<file path="config.mk">
export PLATFORM = sky130hd
export DESIGN_NAME = pll_lock_supervisor_flat
export DESIGN_NICKNAME = d
export VERILOG_FILES = /design/src/rtl/pll_lock_supervisor_if.sv /design/src/rtl/pll_lock_supervisor.sv /design/src/flat_wrapper.sv
export SDC_FILE = /design/constraint.sdc
export NUM_CORES = 1
export LEC_CHECK = 0
export CELL_PAD_IN_SITES_DETAIL_PLACEMENT = 2
export CELL_PAD_IN_SITES_GLOBAL_PLACEMENT = 2
export CORE_MARGIN = 4
export CORE_UTILIZATION = 40
export CTS_CLUSTER_DIAMETER = 50
export DETAILED_ROUTE_END_ITERATION = 8
export DONT_BUFFER_PORTS = 1
export PLACE_DENSITY_LB_ADDON = 0.1
export SKIP_LAST_GASP = 1
export SLEW_MARGIN = 20
export SYNTH_ARGS = -nofsm -noshare
export SYNTH_HDL_FRONTEND = slang
export SYNTH_SLANG_ARGS = --single-unit
</file>
<file path="constraint.sdc">
create_clock -name clkin1 -period 4.54 [get_ports clkin1]
set_input_delay 0.681 -clock clkin1 [delete_from_list [all_inputs] [get_ports clkin1]]
set_output_delay 0.681 -clock clkin1 [all_outputs]
set_load 0.02 [all_outputs]
</file>
<file path="src/rtl/pll_lock_supervisor_if.sv">
// rtl/pll_lock_supervisor_if.sv - PLL-side and status signals of the lock supervisor
interface pll_lock_supervisor_if #(
  parameter int NUM_DOMAINS = 4
);
  logic                   pll_lock;
  logic                   clr_lost;
  logic                   pll_pwd;
  logic                   pll_rst;
  logic [NUM_DOMAINS-1:0] dom_rst;
  logic                   all_ready;
  logic                   lock_lost;
  logic [7:0]             retry_cnt;
  logic                   pll_fail;
  logic [2:0]             state_o;

  modport master (
    input  pll_lock, clr_lost,
    output pll_pwd, pll_rst, dom_rst, all_ready, lock_lost, retry_cnt, pll_fail, state_o
  );

  modport slave (
    output pll_lock, clr_lost,
    input  pll_pwd, pll_rst, dom_rst, all_ready, lock_lost, retry_cnt, pll_fail, state_o
  );
endinterface

</file>
<file path="src/rtl/pll_lock_supervisor.sv">
// rtl/pll_lock_supervisor.sv - PLL bring-up, lock qualification and staggered domain reset release; PLL_SUP_RETRY_LIMIT_EN enables the FAIL state
module pll_lock_supervisor #(
  parameter int NUM_DOMAINS  = 4,
  parameter int PWD_CYCLES   = 16,
  parameter int RST_CYCLES   = 64,
  parameter int LOCK_FILT    = 256,
  parameter int LOCK_TIMEOUT = 65536,
  parameter int RELEASE_GAP  = 16,
  parameter int MAX_RETRY    = 7
) (
  input  logic                     clkin1,
  input  logic                     rst,
  pll_lock_supervisor_if.master    bus
);

  localparam int REL_END = NUM_DOMAINS * RELEASE_GAP;
  localparam int M1      = (PWD_CYCLES > RST_CYCLES) ? PWD_CYCLES : RST_CYCLES;
  localparam int M2      = (M1 > LOCK_TIMEOUT) ? M1 : LOCK_TIMEOUT;
  localparam int CNT_MAX = (M2 > REL_END) ? M2 : REL_END;
  localparam int CW      = $clog2(CNT_MAX + 1);
  localparam int FW      = $clog2(LOCK_FILT + 1);

  typedef enum logic [2:0] {
    S_PWRDN   = 3'd0,
    S_RST     = 3'd1,
    S_WAIT    = 3'd2,
    S_RELEASE = 3'd3,
    S_RUN     = 3'd4,
    S_FAIL    = 3'd5
  } state_t;

  state_t                 state, state_nxt;
  logic [CW-1:0]          cnt, cnt_nxt;
  logic [FW-1:0]          filt, filt_nxt;
  logic [7:0]             retry, retry_nxt;
  logic                   lost, lost_nxt;
  logic                   sync1, lock_s;
  logic                   pwd_q, prst_q, rdy_q, fail_q;
  logic [NUM_DOMAINS-1:0] dom_q;
  logic                   pwd_d, prst_d, rdy_d, fail_d;
  logic [NUM_DOMAINS-1:0] dom_d;
  logic                   loss;

  always_ff @(posedge clkin1) begin
    if (rst) begin
      sync1  <= 1'b0;
      lock_s <= 1'b0;
      state  <= S_PWRDN;
      cnt    <= '0;
      filt   <= '0;
      retry  <= 8'd0;
      lost   <= 1'b0;
      pwd_q  <= 1'b1;
      prst_q <= 1'b1;
      dom_q  <= '1;
      rdy_q  <= 1'b0;
      fail_q <= 1'b0;
    end else begin
      sync1  <= bus.pll_lock;
      lock_s <= sync1;
      state  <= state_nxt;
      cnt    <= cnt_nxt;
      filt   <= filt_nxt;
      retry  <= retry_nxt;
      lost   <= lost_nxt;
      pwd_q  <= pwd_d;
      prst_q <= prst_d;
      dom_q  <= dom_d;
      rdy_q  <= rdy_d;
      fail_q <= fail_d;
    end
  end

  always_comb begin
    state_nxt = state;
    cnt_nxt   = cnt + CW'(1);
    filt_nxt  = '0;
    retry_nxt = retry;
    loss      = 1'b0;
    case (state)
      S_PWRDN: begin
        if (cnt == CW'(PWD_CYCLES - 1)) begin
          state_nxt = S_RST;
          cnt_nxt   = '0;
        end
      end
      S_RST: begin
        if (cnt == CW'(RST_CYCLES - 1)) begin
          state_nxt = S_WAIT;
          cnt_nxt   = '0;
        end
      end
      S_WAIT: begin
        filt_nxt = lock_s ? filt + FW'(1) : '0;
        // A filter completion on the timeout cycle still counts as lock.
        if (lock_s && filt == FW'(LOCK_FILT - 1)) begin
          state_nxt = S_RELEASE;
          cnt_nxt   = '0;
        end else if (cnt == CW'(LOCK_TIMEOUT - 1)) begin
          cnt_nxt = '0;
`ifdef PLL_SUP_RETRY_LIMIT_EN
          if (retry == 8'(MAX_RETRY)) begin
            state_nxt = S_FAIL;
          end else begin
            state_nxt = S_RST;
            retry_nxt = (retry == 8'hFF) ? retry : retry + 8'd1;
          end
`else
          state_nxt = S_RST;
          retry_nxt = (retry == 8'hFF) ? retry : retry + 8'd1;
`endif
        end
      end
      S_RELEASE: begin
        if (!lock_s) begin
          loss      = 1'b1;
          state_nxt = S_RST;
          cnt_nxt   = '0;
        end else if (cnt == CW'(REL_END)) begin
          state_nxt = S_RUN;
          cnt_nxt   = '0;
        end
      end
      S_RUN: begin
        cnt_nxt = cnt;
        if (!lock_s) begin
          loss      = 1'b1;
          state_nxt = S_RST;
          cnt_nxt   = '0;
        end
      end
      S_FAIL: begin
        cnt_nxt = cnt;
      end
      default: begin
        state_nxt = S_PWRDN;
        cnt_nxt   = '0;
      end
    endcase
    // A new loss outranks a clear arriving on the same edge.
    lost_nxt = loss ? 1'b1 : (bus.clr_lost ? 1'b0 : lost);
  end

  // Outputs are decoded from the next state so they change on the same edge as the state.
  always_comb begin
    pwd_d  = 1'b0;
    prst_d = 1'b0;
    dom_d  = '1;
    rdy_d  = 1'b0;
    fail_d = 1'b0;
    case (state_nxt)
      S_PWRDN: begin
        pwd_d  = 1'b1;
        prst_d = 1'b1;
      end
      S_RST: begin
        prst_d = 1'b1;
      end
      S_RELEASE: begin
        for (int i = 0; i < NUM_DOMAINS; i++) begin
          dom_d[i] = (cnt_nxt < CW'((i + 1) * RELEASE_GAP));
        end
      end
      S_RUN: begin
        dom_d = '0;
        rdy_d = 1'b1;
      end
      S_FAIL: begin
        pwd_d  = 1'b1;
        prst_d = 1'b1;
`ifdef PLL_SUP_RETRY_LIMIT_EN
        fail_d = 1'b1;
`endif
      end
      default: begin
        dom_d = '1;
      end
    endcase
  end

`ifndef PLL_SUP_RETRY_LIMIT_EN
  logic unused_retry_cfg;
  assign unused_retry_cfg = ^(8'(MAX_RETRY));
`endif

  assign bus.pll_pwd   = pwd_q;
  assign bus.pll_rst   = prst_q;
  assign bus.dom_rst   = dom_q;
  assign bus.all_ready = rdy_q;
  assign bus.lock_lost = lost;
  assign bus.retry_cnt = retry;
  assign bus.pll_fail  = fail_q;
  assign bus.state_o   = state;

endmodule

</file>
<file path="src/flat_wrapper.sv">
// flat-port wrapper written by rule: the top's interface ports become plain ports
module pll_lock_supervisor_flat 
#(
  parameter int NUM_DOMAINS  = 4,
  parameter int PWD_CYCLES   = 16,
  parameter int RST_CYCLES   = 64,
  parameter int LOCK_FILT    = 256,
  parameter int LOCK_TIMEOUT = 65536,
  parameter int RELEASE_GAP  = 16,
  parameter int MAX_RETRY    = 7
)
  (clkin1, rst, bus_pll_lock, bus_clr_lost, bus_pll_pwd, bus_pll_rst, bus_dom_rst, bus_all_ready, bus_lock_lost, bus_retry_cnt, bus_pll_fail, bus_state_o);
  pll_lock_supervisor_if #(.NUM_DOMAINS(NUM_DOMAINS)) bus_i ();
  input  logic clkin1;
  input  logic rst;
  input wire logic [$bits(bus_i.pll_lock)-1:0] bus_pll_lock;
  input wire logic [$bits(bus_i.clr_lost)-1:0] bus_clr_lost;
  output wire logic [$bits(bus_i.pll_pwd)-1:0] bus_pll_pwd;
  output wire logic [$bits(bus_i.pll_rst)-1:0] bus_pll_rst;
  output wire logic [$bits(bus_i.dom_rst)-1:0] bus_dom_rst;
  output wire logic [$bits(bus_i.all_ready)-1:0] bus_all_ready;
  output wire logic [$bits(bus_i.lock_lost)-1:0] bus_lock_lost;
  output wire logic [$bits(bus_i.retry_cnt)-1:0] bus_retry_cnt;
  output wire logic [$bits(bus_i.pll_fail)-1:0] bus_pll_fail;
  output wire logic [$bits(bus_i.state_o)-1:0] bus_state_o;
  assign bus_i.pll_lock = bus_pll_lock;
  assign bus_i.clr_lost = bus_clr_lost;
  assign bus_pll_pwd = bus_i.pll_pwd;
  assign bus_pll_rst = bus_i.pll_rst;
  assign bus_dom_rst = bus_i.dom_rst;
  assign bus_all_ready = bus_i.all_ready;
  assign bus_lock_lost = bus_i.lock_lost;
  assign bus_retry_cnt = bus_i.retry_cnt;
  assign bus_pll_fail = bus_i.pll_fail;
  assign bus_state_o = bus_i.state_o;
  pll_lock_supervisor #(.NUM_DOMAINS(NUM_DOMAINS), .PWD_CYCLES(PWD_CYCLES), .RST_CYCLES(RST_CYCLES), .LOCK_FILT(LOCK_FILT), .LOCK_TIMEOUT(LOCK_TIMEOUT), .RELEASE_GAP(RELEASE_GAP), .MAX_RETRY(MAX_RETRY)) u_core (.clkin1(clkin1), .rst(rst), .bus(bus_i));
endmodule
</file>
==> results.sh <==
export IMPL_netlist_area_mm2=0.00250
export IMPL_yosys_warnings=0
export IMPL_switching_share_pct=21.6
export IMPL_seqPwrFrac_pct=62.3
export IMPL_switchingPower_w=0.000145
export IMPL_worst_slew_pin_slew_ps=665
export IMPL_finalCritPeriodShare_pct=75.0
export IMPL_cts_hold_buf=0
export IMPL_core_mm2=0.00599
export IMPL_ys_async_sr_fraction_pct=0
export IMPL_post_cts_setup_buffers=0
export IMPL_ys_seq_area_share_pct=37.6
export IMPL_globalRoute_totalOverflow=0
export IMPL_dp_hpwl_mm=4.98
export IMPL_clock_sinks=47
export IMPL_critPathCaptureType="flop"
export IMPL_drc=0
export IMPL_first_iter_violations=58
export IMPL_clock_latency_ps=290
export IMPL_layoutNonFillerInstCount=373
export IMPL_die_w_um=87.1
export IMPL_syn_to_final_growth_pct=2.85
export IMPL_crit_path_start_kind="flop"
export IMPL_cts_tree="built"
export IMPL_cp_required_ps=4770
export IMPL_die_y_um=87.1
export IMPL_antenna_found_initial=0
export IMPL_critPathMaxFanout=19
export IMPL_mostFrequentLayoutCells="47 x dfxtp_1, 40 x nor2_1, 22 x nand2_1"
export IMPL_place_congestion=0.788
export IMPL_grt_pass1_vias=2323
export IMPL_htree_levels=2
export IMPL_total_power_w=0.000673
export IMPL_vias_per_cell=5.91
export IMPL_fmax_mhz=294
export IMPL_netlist_area_leader_share_pct=37.6
export IMPL_grt_start_max_net_pins=31
export IMPL_start_util_pct=41.7
export IMPL_dieArea_mm2=0.00758
export IMPL_cts_resized=0
export IMPL_rows=28
export IMPL_syn_nets=321
export IMPL_cts_buffer_depth=2
export IMPL_leakage_nw=0.919
export IMPL_io_buffers=0
export IMPL_min_path_type="in2reg"
export IMPL_status="complete, no violations"
export IMPL_hold_violations=0
export IMPL_fin_skew_ps=7.33
export IMPL_power_density_mw_per_mm2=262
export IMPL_p_comb_share_pct=1.5
export IMPL_ys_flop_type="dfxtp_1"
export IMPL_synthTopCellsByArea="dfxtp_1 38%, nor2_1 6.0%, nand3_1 3.6%"
export IMPL_worst_slack_ps=1140
export IMPL_firstDrtPassIters=4
export IMPL_critical_path_class="reg2reg"
export IMPL_vias=2205
export IMPL_synth_edff_count=0
export IMPL_place_ws_ps=1130
export IMPL_numCtsBuffers=5
export IMPL_antenna_diode_count=0
export IMPL_yosysTopAreaCell="dfxtp_1"
export IMPL_internal_power_w=0.000528
export IMPL_wl_per_cell_um=18.4
export IMPL_regArea_um2=941
export IMPL_ys_types=51
export IMPL_placed_cells=365
export IMPL_ant_nets=0
export IMPL_clkSlewWorstSetupHoldPaths_ps=80
export IMPL_drt_wl_total_mm=6.88
export IMPL_maxCapViolations=0
export IMPL_rsz0062_at_grt="no"
export IMPL_critPathArrivalTime_ps=3630
export IMPL_finalNetCount=308
export IMPL_grtUsageTotal_pct=19.5
export IMPL_synth_seq_cells=47
export IMPL_syn_inst=310
export IMPL_fillers=682
export IMPL_p_clk_share_pct=36.2
export IMPL_syn_area_per_cell_um2=8.06
export IMPL_period_needed_ps=3400
export IMPL_setup_viol=0
export IMPL_maxSlewViolCount=0
export IMPL_drive_gt1_share_pct=4.70
export IMPL_final_common_cell="dfxtp_1"
export IMPL_pin_count=24
export IMPL_ir_drop_uv=128
export IMPL_multi_input_area_mm2=0.00139
export IMPL_cts_root_buf="clkbuf_8"
export IMPL_tns_ps=0
export IMPL_grt_pass1_wl_mm=11.8
export IMPL_slew_headroom_pct=55.6
[power groups by stage]
stage	sequential, W	clock [W]	combinational [W]
finish	0.000419	0.000244	0.00000990
global route	0.000420	0.000274	0.0000121
CTS	0.000419	0.000259	0.0000103
detailed placement	0.000429	0	0.0000101
global placement	0.000429	0	0.00000936
floorplan	0.000427	0	0.0000122
[flip-flops by register name, indices dropped and copies added (netlist names)]
register and flops:
u_core.cnt 17, u_core.bus.dom_rst 4, u_core.bus.pll_pwd 1, u_core.bus.state_o 3
u_core.bus.pll_rst 1, u_core.bus.all_ready 1, u_core.sync1 1, u_core.bus.retry_cnt 8
u_core.bus.lock_lost 1, u_core.filt 9, u_core.lock_s 1
[critical path: stages (launching register included)]
cell and delay, ps:
dfxtp_1 430, ha_1 250, nand3_1 250, nor2_1 310
nand2_1 170, inv_1 80, nand3_1 100, inv_1 90
ha_1 230, a2bb2oi_2 300, nand2_1 450, o22ai_1 310
nand4b_1 200, o21ai_1 160
[stage by stage]
stage | cell area, um^2 | util (%) | hold WS, ps
after global placement | 2490 | 41.6 | 431
after detailed placement | 2490 | 41.6 | 440
after CTS | 2570 | 42.9 | 432
after floorplan | 2500 | - | 413
final | 2570 | 42.9 | 448
after global routing | 2570 | 42.9 | 427
[area by class of cell]
type	count	area share, %
multi-input combinational	226	54.0
clock inverter	1	0.195
clock buffer	7	2.97
timing repair buffer	1	0.292
tap	75	3.65
inverter	16	2.34
sequential	47	36.6
[per-layer routing]
layer / vias to the layer above / global-route usage [%] / share of wire [%]
li1: 1071 / - / -
met1: 1104 / 26.0 / 48
met2: 23 / 32.6 / 48
met3: 7 / 3.50 / 2.7
met4: 0 / 4.82 / 1.2
met5: - / 0 / 0
[logic make-up after synthesis]
group | count (synthesis) | synth area share, %
AOI/OAI and AO/OA | 69 | 18.5
buffers and inverters | 37 | 6.86
adders and majority gates | 7 | 3.50
and+or+nand+nor | 131 | 26.9
DFF | 47 | 37.6
xor gates and xnor gates | 16 | 5.61
other | 1 | 0.150
muxes | 2 | 0.801
[worst paths after layout]
| check | to | slack (ps) | cells after the start | from |
|---|---|---|---|---|
| max | u_core.bus.dom_rst[0] | 1140 | 13 | u_core.cnt[0] |
| min | u_core.bus.lock_lost | 450 | 1 | rst |
| max reg2reg | u_core.bus.dom_rst[0] | 1140 | 13 | u_core.cnt[0] |
| min reg2reg | u_core.lock_s | 450 | 1 | u_core.sync1 |
[cells in the mapped netlist (all sizes together), types with 2 or more instances]
cell type and n:
a41oi 4, and3 8, nand3b 2, a21oi 16, nor2b 4, inv 16, mux2i 2, o31ai 3
a311oi 6, nand4 4, and2 2, xor2 8, buf 12, clkbuf 9, a22oi 3, o22ai 3
nand4b 2, or2 4, o21ai 15, nor2 40, or3 6, and4 3, a31oi 3, ha 7
xnor2 8, nand2 22, nand3 19, nor3 7, o21a 3, a211oi 5, dfxtp 47, nor4 4
(Power assumes the default switching activity.)
